[config.mk]
export PLATFORM = sky130hd
export DESIGN_NAME = ysyx_25020037_ifetch
export DESIGN_NICKNAME = d
export VERILOG_FILES = /design/src/rtl/ysyx_25020037_ifetch.sv
export SDC_FILE = /design/constraint.sdc
export NUM_CORES = 1
export LEC_CHECK = 0
export ABC_AREA = 0
export BUFFER_PORTS_ARGS = -buffer_cell sky130_fd_sc_hd__buf_2
export CAP_MARGIN = 10
export CORE_MARGIN = 1.5
export CORE_UTILIZATION = 57
export CTS_CLUSTER_SIZE = 28
export DETAILED_ROUTE_END_ITERATION = 8
export PLACE_DENSITY_LB_ADDON = 0.25
export SLEW_MARGIN = 20
export SYNTH_ARGS = -nofsm -noshare
export SYNTH_HDL_FRONTEND = slang
export SYNTH_SLANG_ARGS = --single-unit
[constraint.sdc]
create_clock -name clk -period 4.1 [get_ports clk]
set_input_delay 0.41 -clock clk [delete_from_list [all_inputs] [get_ports clk]]
set_output_delay 0.41 -clock clk [all_outputs]
set_load 0.1 [all_outputs]
[src/rtl/ysyx_25020037_ifetch.sv]
// Instruction fetch stage: one outstanding memory request, a one-entry output register toward
// decode, redirect handling with a kill flag, and misaligned-PC fault generation.
module ysyx_25020037_ifetch #(
    parameter logic [31:0] RESET_PC = 32'h80000000
) (
    input  logic        clk,
    input  logic        rst,
    output logic        imem_req_valid,
    input  logic        imem_req_ready,
    output logic [31:0] imem_req_addr,
    input  logic        imem_rsp_valid,
    input  logic [31:0] imem_rsp_data,
    input  logic        imem_rsp_err,
    output logic        out_valid,
    input  logic        out_ready,
    output logic [31:0] out_pc,
    output logic [31:0] out_inst,
    output logic        out_fault,
    input  logic        redirect_valid,
    input  logic [31:0] redirect_pc
);

    localparam logic [1:0] IDLE = 2'd0;
    localparam logic [1:0] REQ  = 2'd1;
    localparam logic [1:0] WAIT = 2'd2;
    localparam logic [1:0] OUT  = 2'd3;

    logic [1:0]  state_q, state_d;
    logic [31:0] pc_q, pc_d;
    logic        kill_q, kill_d;
    logic [31:0] kill_pc_q, kill_pc_d;
    logic [31:0] out_pc_q, out_pc_d;
    logic [31:0] out_inst_q, out_inst_d;
    logic        out_fault_q, out_fault_d;
    logic        misaligned;

    // pc_q is the address of the transaction in flight; redirects arriving while a request is
    // outstanding park in kill_pc_q so the request address stays stable until accepted.
    assign misaligned = (pc_q[1:0] != 2'b00);

    always_comb begin
        state_d     = state_q;
        pc_d        = pc_q;
        kill_d      = kill_q;
        kill_pc_d   = kill_pc_q;
        out_pc_d    = out_pc_q;
        out_inst_d  = out_inst_q;
        out_fault_d = out_fault_q;
        case (state_q)
            IDLE: state_d = REQ;
            REQ: begin
                if (misaligned) begin
                    // No memory access exists to kill, so a redirect simply replaces the fault.
                    if (redirect_valid) begin
                        pc_d = redirect_pc;
                    end else begin
                        state_d     = OUT;
                        out_pc_d    = pc_q;
                        out_inst_d  = 32'h0;
                        out_fault_d = 1'b1;
                    end
                end else begin
                    if (redirect_valid) begin
                        kill_d    = 1'b1;
                        kill_pc_d = redirect_pc;
                    end
                    if (imem_req_ready) state_d = WAIT;
                end
            end
            WAIT: begin
                if (redirect_valid) begin
                    kill_d    = 1'b1;
                    kill_pc_d = redirect_pc;
                end
                if (imem_rsp_valid) begin
                    if (kill_q || redirect_valid) begin
                        state_d = REQ;
                        kill_d  = 1'b0;
                        pc_d    = redirect_valid ? redirect_pc : kill_pc_q;
                    end else begin
                        state_d     = OUT;
                        out_pc_d    = pc_q;
                        out_inst_d  = imem_rsp_data;
                        out_fault_d = imem_rsp_err;
                    end
                end
            end
            OUT: begin
                if (redirect_valid) begin
                    state_d = REQ;
                    pc_d    = redirect_pc;
                end else if (out_ready) begin
                    state_d = REQ;
                    pc_d    = pc_q + 32'd4;
                end
            end
            default: state_d = IDLE;
        endcase
    end

    always_ff @(posedge clk or negedge rst) begin
        if (!rst) begin
            state_q     <= IDLE;
            pc_q        <= RESET_PC;
            kill_q      <= 1'b0;
            kill_pc_q   <= RESET_PC;
            out_pc_q    <= RESET_PC;
            out_inst_q  <= 32'h0;
            out_fault_q <= 1'b0;
        end else begin
            state_q     <= state_d;
            pc_q        <= pc_d;
            kill_q      <= kill_d;
            kill_pc_q   <= kill_pc_d;
            out_pc_q    <= out_pc_d;
            out_inst_q  <= out_inst_d;
            out_fault_q <= out_fault_d;
        end
    end

    assign imem_req_valid = (state_q == REQ) && !misaligned;
    assign imem_req_addr  = pc_q;
    assign out_valid      = (state_q == OUT);
    assign out_pc         = out_pc_q;
    assign out_inst       = out_inst_q;
    assign out_fault      = out_fault_q;

endmodule

; Word-level counts from Yosys, hierarchy flattened
; Index checks and enable logic that the tools add are counted.
[classes]
muxes = 38
n_eq_ne = 13
n_addsub = 1
n_reduce_logical = 11
[op_table]
columns = operator, n
row1 = 32-bit 2-to-1 mux, 16
row2 = 32-bit one-hot mux with 2 select lines, 3
row3 = 32-bit one-hot mux with 3 select lines, 1
row4 = 32-bit by 3-bit adder with 32-bit output (second input constant), 1
row5 = 2-bit 2-to-1 mux, 7
row6 = 2-bit inequality test (second input constant), 7
row7 = 1-bit 2-to-1 mux, 8
row8 = 2-bit one-hot mux with 4 select lines, 1
row9 = 3-bit inequality test (second input constant), 2
row10 = 6-bit AND reduction, 1
row11 = 5-bit AND reduction, 1
row12 = 2-bit == test (second input constant), 2
row13 = 1-bit one-hot mux with 2 select lines, 2
row14 = 4-bit AND reduction, 1
row15 = 2-bit nonzero test, 2
row16 = 3-bit by 1-bit inequality test with 1-bit output (second input constant), 1
row17 = 3-bit nonzero test, 1
row18 = 2-bit by 1-bit == test with 1-bit output (second input constant), 1
row19 = 2-bit logical NOT, 1
row20 = 2-bit AND reduction, 1
row21 = 1-bit logical AND, 1
row22 = 1-bit logical NOT, 1
row23 = 1-bit logical OR, 1
[totals]
ff_bits = 132
word_cells = 70
in_bits = 71

; Logic depth before layout (Yosys ltp)
; Gate-level depths: netlist of the first run.
[depth]
ltp_word = 4
ltp_mapped = 9
depth_no_buf = 7

; Least setup slack after synthesis of the first run
; No wires, ideal clock.
[synth_path]
kind = reg-to-reg
from = register pc_q[3] (netlist: imem_req_addr[3])
to = register pc_q[30] (netlist: imem_req_addr[30])
path_buffers = 0
path_stages_with_launch = 7
arrival_ns = 2.757
required_time_ns = 4.028
period_less_slack_ns = 2.829
setup_slack_ns = 1.271
setup_time_ns = 0.072
cell_sequence = dfrtp_1 > ha_1 > nand3_2 > nor4_4 > nand4_2 > or4b_1 > nand3_1
[synth_between]
elab_chain_len = 4
[synth_rtl]
columns = element, line_no
row1 = from (decl), 29  ; logic [31:0] pc_q, pc_d;
row2 = from (signal assigned), 112  ; pc_q <= pc_d;
row3 = 32-bit by 3-bit adder with 32-bit output, 94  ; pc_d = pc_q + 32'd4;
row4 = 32-bit 2-to-1 mux, 92  ; end else if (out_ready) begin
row5 = 32-bit 2-to-1 mux, 89  ; if (redirect_valid) begin
row6 = 32-bit one-hot mux with 3 select lines, 49  ; case (state_q)
; Every way passes these cells. The select of a mux whose other input is x is not followed.
; A chain may end at the register's enable or synchronous reset.

; Worst setup path in the final report of the first run
[layout_path]
from = register state_q[0]
to = register kill_pc_q[29]
[layout_between]
elab_chain_len = 3
elab_cells_between_ends = 6
classes_between = 3 x eq/ne / 1 x mux / 2 x reduce/logical
[layout_rtl]
columns = element, line_no
row1 = from (decl), 28  ; logic [1:0] state_q, state_d;
row2 = from (signal assigned), 111  ; state_q <= state_d;
row3 = 2-bit by 1-bit == test with 1-bit output / 2-bit == test (equally long branches), 49
row4 = 2-bit inequality test (no source line) / 2-bit nonzero test (equally long branches), n/a
row5 = 2-bit AND reduction (no source line), n/a
row6 = to (signal assigned), 114  ; kill_pc_q <= kill_pc_d;
row7 = to (decl), 31  ; logic [31:0] kill_pc_q, kill_pc_d;
; Parallel ways exist; a longest one is shown, timed or not.

==> impl_metrics.csv, run 1 <==
group,metric,value,unit
outcome,status,"finished, violations left",
outcome,violations,"hold timing",
critical_path,end_kind,"flop",
grt,grt_pass1_wl,25810,um
critical_path,cp_max_fo,42,
timing,tightest_slew,1.002,ns
clocking,cts_hold_buf,0,
critical_path,startpoint_type,"flop",
synthesis,ys_ff_latch,132,
timing,fin_skew,0.01135,ns
timing,fin_crit,2.738,ns
min_path,hp-class,"in -> async",
grt,antenna_found_initial,0,
finish,num_antenna_cells,0,
clocking,cts_tree,"built",
synthesis,postSynthAreaPerCell,10.39,um^2
job,maxCapViolCount,0,
floorplanning,die_w,107.0,um
floorplanning,io_pins,170,
drt,drt_pre_antenna_iters,5,
synthesis,synth.distinct_cells,54,
synthesis,synth_edf_count,0,
floorplanning,core-area,10420,um^2
drt,drtIter0Drc,637,
finish,layout.nets,826,
synthesis,synth_fp_nets,669,
drt,avgViaCountPerCell,5.976,
grt,first_global_vias,5146,
finish,area_growth,23.89,%
placed_design,gp_congestion,0.8373,
critical_path,crit_path_max_incr_delay,0.57,ns
grt,grt_usage,0.2920,
clocking,root_buffer,"clkbuf_8",
clocking,clk_latency,0.53,ns
synthesis,syn_inst,593,
clocking,post_cts_buffers,0,
critical_path,cp_slowest_cell,"nor2_2",
timing,holdWs,-0.01151,ns
floorplanning,start_util,0.5917,
clocking,clk_path_buf_depth,2,
timing,hold_viol,1,
critical_path,crit_top_cell,"buf_4",
synthesis,async_flop_share,1.000,
drt,num_vias,5372,
timing,setup_viol,0,
placed_design,numPortBuffers,169,
timing,max_clock_freq,0.3652,GHz
synthesis,ys_seq_area_frac,0.5365,
timing,slew_viol_final,0,
critical_path,crit_type,"reg -> reg",
drt,routedWlPerCell,17.79,um
synthesis,yosys_warnings,0,
floorplanning,die_h,107.0,um
timing,max-slew-margin-rel,0.3323,
timing,rsz0062_at_grt,"false",
critical_path,arrival,3.15,ns
critical_path,crit_chain,"inv_1 > ha_1 > buf_4 > o21ai_0 > nor2_2 > buf_4 > mux2_2",
floorplanning,rows,37,
drt,drc,0,
drt,drtAntennaViolNets,0,
critical_path,required,4.51,ns
grt,grt_max_degree,110,
finish,nFillCells,798,
placed_design,dp_hpwl,10590,um
timing,setup_tns,0,ns
clocking,cts.reportedPaths.clkPinSlew,0.06,ns
timing,finalCritPeriodShare,0.6678,
floorplanning,dieArea,11450,um^2
synthesis,ys.flop_type,"dfrtp_1",
clocking,cts-buffers-inserted,17,
clocking,cts_resized,0,
grt,gr-total-overflow,0,
synthesis,synth_area,6163,um^2
clocking,cts_num_sinks,132,
drt,wirelength,16000,um
finish,drive_gt1_frac,0.3644,
clocking,h-tree-depth,4,
-- cell usage in the layout, fill, tap and decap left out, drive strengths merged, types with 2 or more instances in the layout --
cell type / n
clkinv: 3
clkbuf: 28
a22oi: 15
dfstp: 3
inv: 13
a41oi: 5
and3: 3
mux2i: 2
nand4: 11
a222oi: 2
o211ai: 5
nor3: 10
a221oi: 4
nor2b: 3
nor2: 24
or4b: 2
nand2b: 2
o31a: 6
or2: 2
nor4: 5
mux2: 58
nand3: 6
o31ai: 3
a22o: 12
and4: 3
o22ai: 4
a31oi: 14
ha: 5
nand2: 93
a21oi: 15
o21ai: 81
dfrtp: 129
buf: 178
-- Yosys cell counts, types with 2 or more instances --
library cell  instances  area share
a22o_1               11       0.016
o22ai_1               4      0.0041
o31a_1                5      0.0071
mux2_2               58        0.11
and3_1                3      0.0030
buf_2                 9      0.0073
or4b_1                2      0.0032
dfstp_2               3       0.013
mux2i_1               2      0.0032
a221oi_1              4      0.0057
a31oi_1              14       0.014
o21ai_0              81       0.066
nand4_1               9      0.0091
clkbuf_1             30       0.018
nor3_1               10      0.0081
nand2b_1              2      0.0020
nor2b_1               3      0.0030
inv_1                13      0.0079
or2_2                 2      0.0020
a41oi_1               5      0.0071
and4_1                2      0.0028
a22oi_1              15       0.018
nor4_1                3      0.0030
o211ai_1              5      0.0061
nor2_1               24       0.015
a222oi_1              2      0.0032
o31ai_1               3      0.0037
nand3_1               5      0.0041
nand2_1              93       0.057
dfrtp_1             129        0.52
ha_1                  5       0.010
a21oi_1              15       0.012
-- logic make-up after synthesis --
group	synth area share
buffers and inverters	0.03410
flip-flops	0.5365
AND/OR/NAND/NOR	0.1313
AO/OA/AOI/OAI	0.1786
multiplexers	0.1092
adder cells (fa/ha/maj)	0.01015
-- state kept, by name, summed over array words and instances (netlist names) --
name,flops
out_pc,32
state_q,2
out_fault,1
imem_req_addr,32
kill_q,1
out_inst,32
kill_pc_q,32
-- path summary, 6_finish.rpt --
kind | startpoint | endpoint | slack (ns) | depth (start not counted)
worst min register to register | out_pc[28] | out_pc[28] | 0.47 | 2
worst max register to register | state_q[0] | kill_pc_q[29] | 1.36 | 7
max in group asynchronous | rst | out_pc[5] | 3.19 | 2
min in group clk | redirect_pc[17] | kill_pc_q[17] | 0.13 | 2
worst max-delay path | state_q[0] | kill_pc_q[29] | 1.36 | 7
worst min-delay path | rst | out_inst[0] | -0.01 | 1
-- routing by layer --
layer	wire length [um]	global-route usage	vias to the layer above
li1	-	-	2472
met1	6773	0.3872	2623
met2	7793	0.4762	256
met3	1179	0.06991	21
met4	249	0.09429	0
met5	0	0	-
-- worst max-delay path, delay by kind of cell, from the launching register on --
| family | cells | cell delay [ns] |
|---|---|---|
| buffers and inverters | 3 | 0.88 |
| and+or+nand+nor | 1 | 0.57 |
| DFF | 1 | 0.41 |
| muxes | 1 | 0.38 |
| AOI/OAI and AO/OA | 1 | 0.22 |
| adders and majority gates | 1 | 0.14 |
-- layout make-up --
class	count	area [um^2]	area share
repair buffers	178	932.1	0.1221
well taps	136	170.2	0.02228
flip-flops and latches	132	3307	0.4331
clock inverters	4	22.52	0.002949
multi-input cells	408	2660	0.3484
inverters	13	48.80	0.006390
clock buffers	28	495.5	0.06489
-- per-stage QoR --
step	std cells	setup WS [ns]	util	hold WS, ns	cell area [um^2]
2_1_floorplan	593	1.271	-	0.1144	6163
3_3_place_gp	867	1.429	0.6829	0.4572	7113
3_5_place_dp	867	1.328	0.6829	0.4663	7113
4_1_cts	899	1.298	0.7326	0.05657	7631
5_1_grt	899	1.197	0.7331	0.09254	7636
6_report	899	1.362	0.7331	-0.01151	7636
Power of run 1 is not shown: default switching activity piles up to over one toggle a cycle in this logic, so the estimate is an artifact.
==> run 2: changes to the inputs <==
--- a/config.mk
+++ b/config.mk
@@ -5,11 +5,11 @@
 export SDC_FILE = /design/constraint.sdc
 export NUM_CORES = 1
 export LEC_CHECK = 0
-export ABC_AREA = 0
+export ABC_AREA = 1
 export BUFFER_PORTS_ARGS = -buffer_cell sky130_fd_sc_hd__buf_2
 export CAP_MARGIN = 10
 export CORE_MARGIN = 1.5
-export CORE_UTILIZATION = 57
+export CORE_UTILIZATION = 49
 export CTS_CLUSTER_SIZE = 28
 export DETAILED_ROUTE_END_ITERATION = 8
 export PLACE_DENSITY_LB_ADDON = 0.25
==> constraint.sdc (replaced) <==
create_clock -name clk -period 2.42 [get_ports clk]
set_input_delay 0.242 -clock clk [delete_from_list [all_inputs] [get_ports clk]]
set_output_delay 0.242 -clock clk [all_outputs]
set_load 0.1 [all_outputs]
==> run 2 against run 1 <==
  * The run now ends clean
  * Synthesized cell count up 59%
  * Routed wire length increased by 22%
  * Utilization is 11 points lower
  * Global-route usage shrank 2.6 points
  * Die area is 32% higher
  * Count of clock-buffer cells in the layout fell by 6
  * Setup slack worse by 1.1 ns
  * Sequential cell count stayed put
  * Via count up 28%
  * Highest routed layer unchanged
==> impl_metrics.csv, run 2 <==
group,metric,value,unit
finish,drive_gt1_frac,0.2175,
timing,finalCritPeriodShare,0.9055,
critical_path,worstReg2RegEnd,"imem_req_addr[0]",
grt,grt_max_degree,133,
critical_path,crit_type,"reg -> out",
finish,layout_common_cells,"nand2_1 (306), buf_2 (168), dfrtp_1 (129)",
floorplanning,dieArea,15050,um^2
synthesis,yosys_warnings,0,
critical_path,required,2.18,ns
finish,multi_input_area,3127,um^2
finish,final_cells,1288,
synthesis,post-synth-top-count-cell,"nand2_1",
critical_path,regToRegSetupSlack,0.25,ns
drt,routedWlPerCell,15.17,um
critical_path,cp_max_fo,5,
finish,nFillCells,1263,
critical_path,reg2reg_from,"state_q[0]",
timing,rsz0062_at_grt,"false",
clocking,cts.reportedPaths.clkPinSlew,0.06,ns
grt,first_global_vias,6039,
drt,drc,0,
timing,setup_viol,0,
synthesis,async_flop_share,1.000,
finish,num_antenna_cells,0,
synthesis,ys.flop_type,"dfrtp_1",
drt,drtIter0Drc,598,
floorplanning,io_pins,170,
synthesis,synth_fp_nets,1016,
timing,slew_viol_final,0,
clocking,clk_latency,0.42,ns
critical_path,startpoint_type,"flop",
synthesis,synth_top_area_cell,"dfrtp_1",
clocking,cts_num_sinks,132,
job,maxCapViolCount,0,
min_path,hold_depth,2,
outcome,status,"completed",
drt,drt_pre_antenna_iters,8,
floorplanning,die_w,122.7,um
timing,setup_tns,0,ns
clocking,post_cts_buffers,0,
placed_design,gp_congestion,0.8868,
timing,tightest_slew,0.7109,ns
placed_design,postPlaceCellArea,7988,um^2
synthesis,yosysTopAreaCellShare,0.4598,
critical_path,ff2ff_path_depth,10,
synthesis,syn_inst,940,
timing,fin_skew,0.005664,ns
finish,final_common_cell,"nand2_1",
synthesis,synth_common_cells,"nand2_1 (306), dfrtp_1 (129), o21ai_0 (104), inv_1 (87), nand3_1 (84)",
clocking,root_buffer,"clkbuf_16",
floorplanning,start_util,0.5038,
clocking,h-tree-depth,4,
clocking,cts_tree,"built",
min_path,hp-start,"imem_rsp_valid",
finish,regArea,3307,um^2
clocking,cts_hold_buf,1,
placed_design,numPortBuffers,169,
timing,max-slew-margin-rel,0.5261,
drt,drtAntennaViolNets,0,
critical_path,arrival,1.95,ns
synthesis,synth_edf_count,0,
clocking,clk_path_buf_depth,2,
min_path,hp-class,"in -> reg",
floorplanning,core-area,13930,um^2
synthesis,ys_top_cells_by_area,"dfrtp_1 (46%), nand2_1 (16%), o21ai_0 (7.4%)",
grt,antenna_found_initial,0,
timing,hold_viol,0,
synthesis,postSynthAreaPerCell,7.469,um^2
floorplanning,rows,43,
timing,max_clock_freq,0.4563,GHz
synthesis,ys_seq_area_frac,0.4710,
drt,num_vias,6886,
clocking,cts_resized,0,
floorplanning,die_h,122.7,um
drt,wirelength,19540,um
critical_path,end_kind,"primary output",
placed_design,dp_hpwl,13660,um
timing,fin_crit,2.191,ns
grt,gr-total-overflow,0,
grt,grt_pass1_wl,30840,um
synthesis,synth.distinct_cells,31,
synthesis,synth_area,7020,um^2
placed_design,dp.cells,1256,
clocking,cts-buffers-inserted,17,
finish,area_growth,23.17,%
min_path,min_to,"kill_q",
finish,layout.nets,1172,
synthesis,ys_ff_latch,132,
finish,final_design_area_no_fill,8647,um^2
grt,grt_usage,0.2655,
drt,avgViaCountPerCell,5.346,
==> run 2: worst max path at each step <==
stage,from,to,slack (ns)
floorplan,imem_req_addr[3],imem_req_addr[22],0.12
global placement,imem_req_addr[3],imem_req_addr[16],0.35
detailed placement,state_q[0],imem_req_addr[0],0.32
CTS,state_q[1],imem_req_valid,0.22
global route,state_q[1],imem_req_addr[0],0.04
finish,state_q[1],imem_req_valid,0.23
==> run 2: metal layers <==
| layer | GRT usage | routed length [um] |
|---|---|---|
| met5 | 0 | 0 |
| met4 | 0.09448 | 442 |
| met3 | 0.04879 | 1429 |
| met2 | 0.3767 | 8582 |
| met1 | 0.4031 | 9090 |
==> run 2: critical path, cell delays in order, from the launching register on <==
cell and delay (ns):
dfrtp_1 0.40, inv_1 0.10, ha_1 0.30, nand2_1 0.20, inv_1 0.10, buf_2 0.43
==> run 2: area by class of cell <==
cell class / instances / area share
tap: 180 / 0.02605
inverter: 91 / 0.03950
timing repair buffer: 183 / 0.1153
sequential: 132 / 0.3824
clock buffer: 22 / 0.05484
clock inverter: 9 / 0.02026
multi-input combinational: 671 / 0.3616
==> run 2: logic make-up (layout without fill, tap and decap cells) <==
| group | after synthesis | in the layout | share of synthesized area |
|---|---|---|---|
| XOR/XNOR | 7 | 7 | 0.008733 |
| flip-flops | 132 | 132 | 0.4710 |
| adder cells (fa/ha/maj) | 5 | 5 | 0.008911 |
| AND/OR/NAND/NOR | 488 | 488 | 0.2891 |
| AO/OA/AOI/OAI | 171 | 171 | 0.1363 |
| buffers and inverters | 137 | 305 | 0.08590 |
==> run 2: through the flow <==
step	setup slack, ns	hold WS [ns]	utilization
floorplan	0.1159	-0.05359	-
global placement	0.3485	0.4042	0.5732
detailed placement	0.3242	0.3976	0.5732
CTS	0.2192	0.01642	0.6205
global route	0.04317	0.03912	0.6205
finish	0.2286	0.02470	0.6205
Power of run 2 is left out for the same reason.
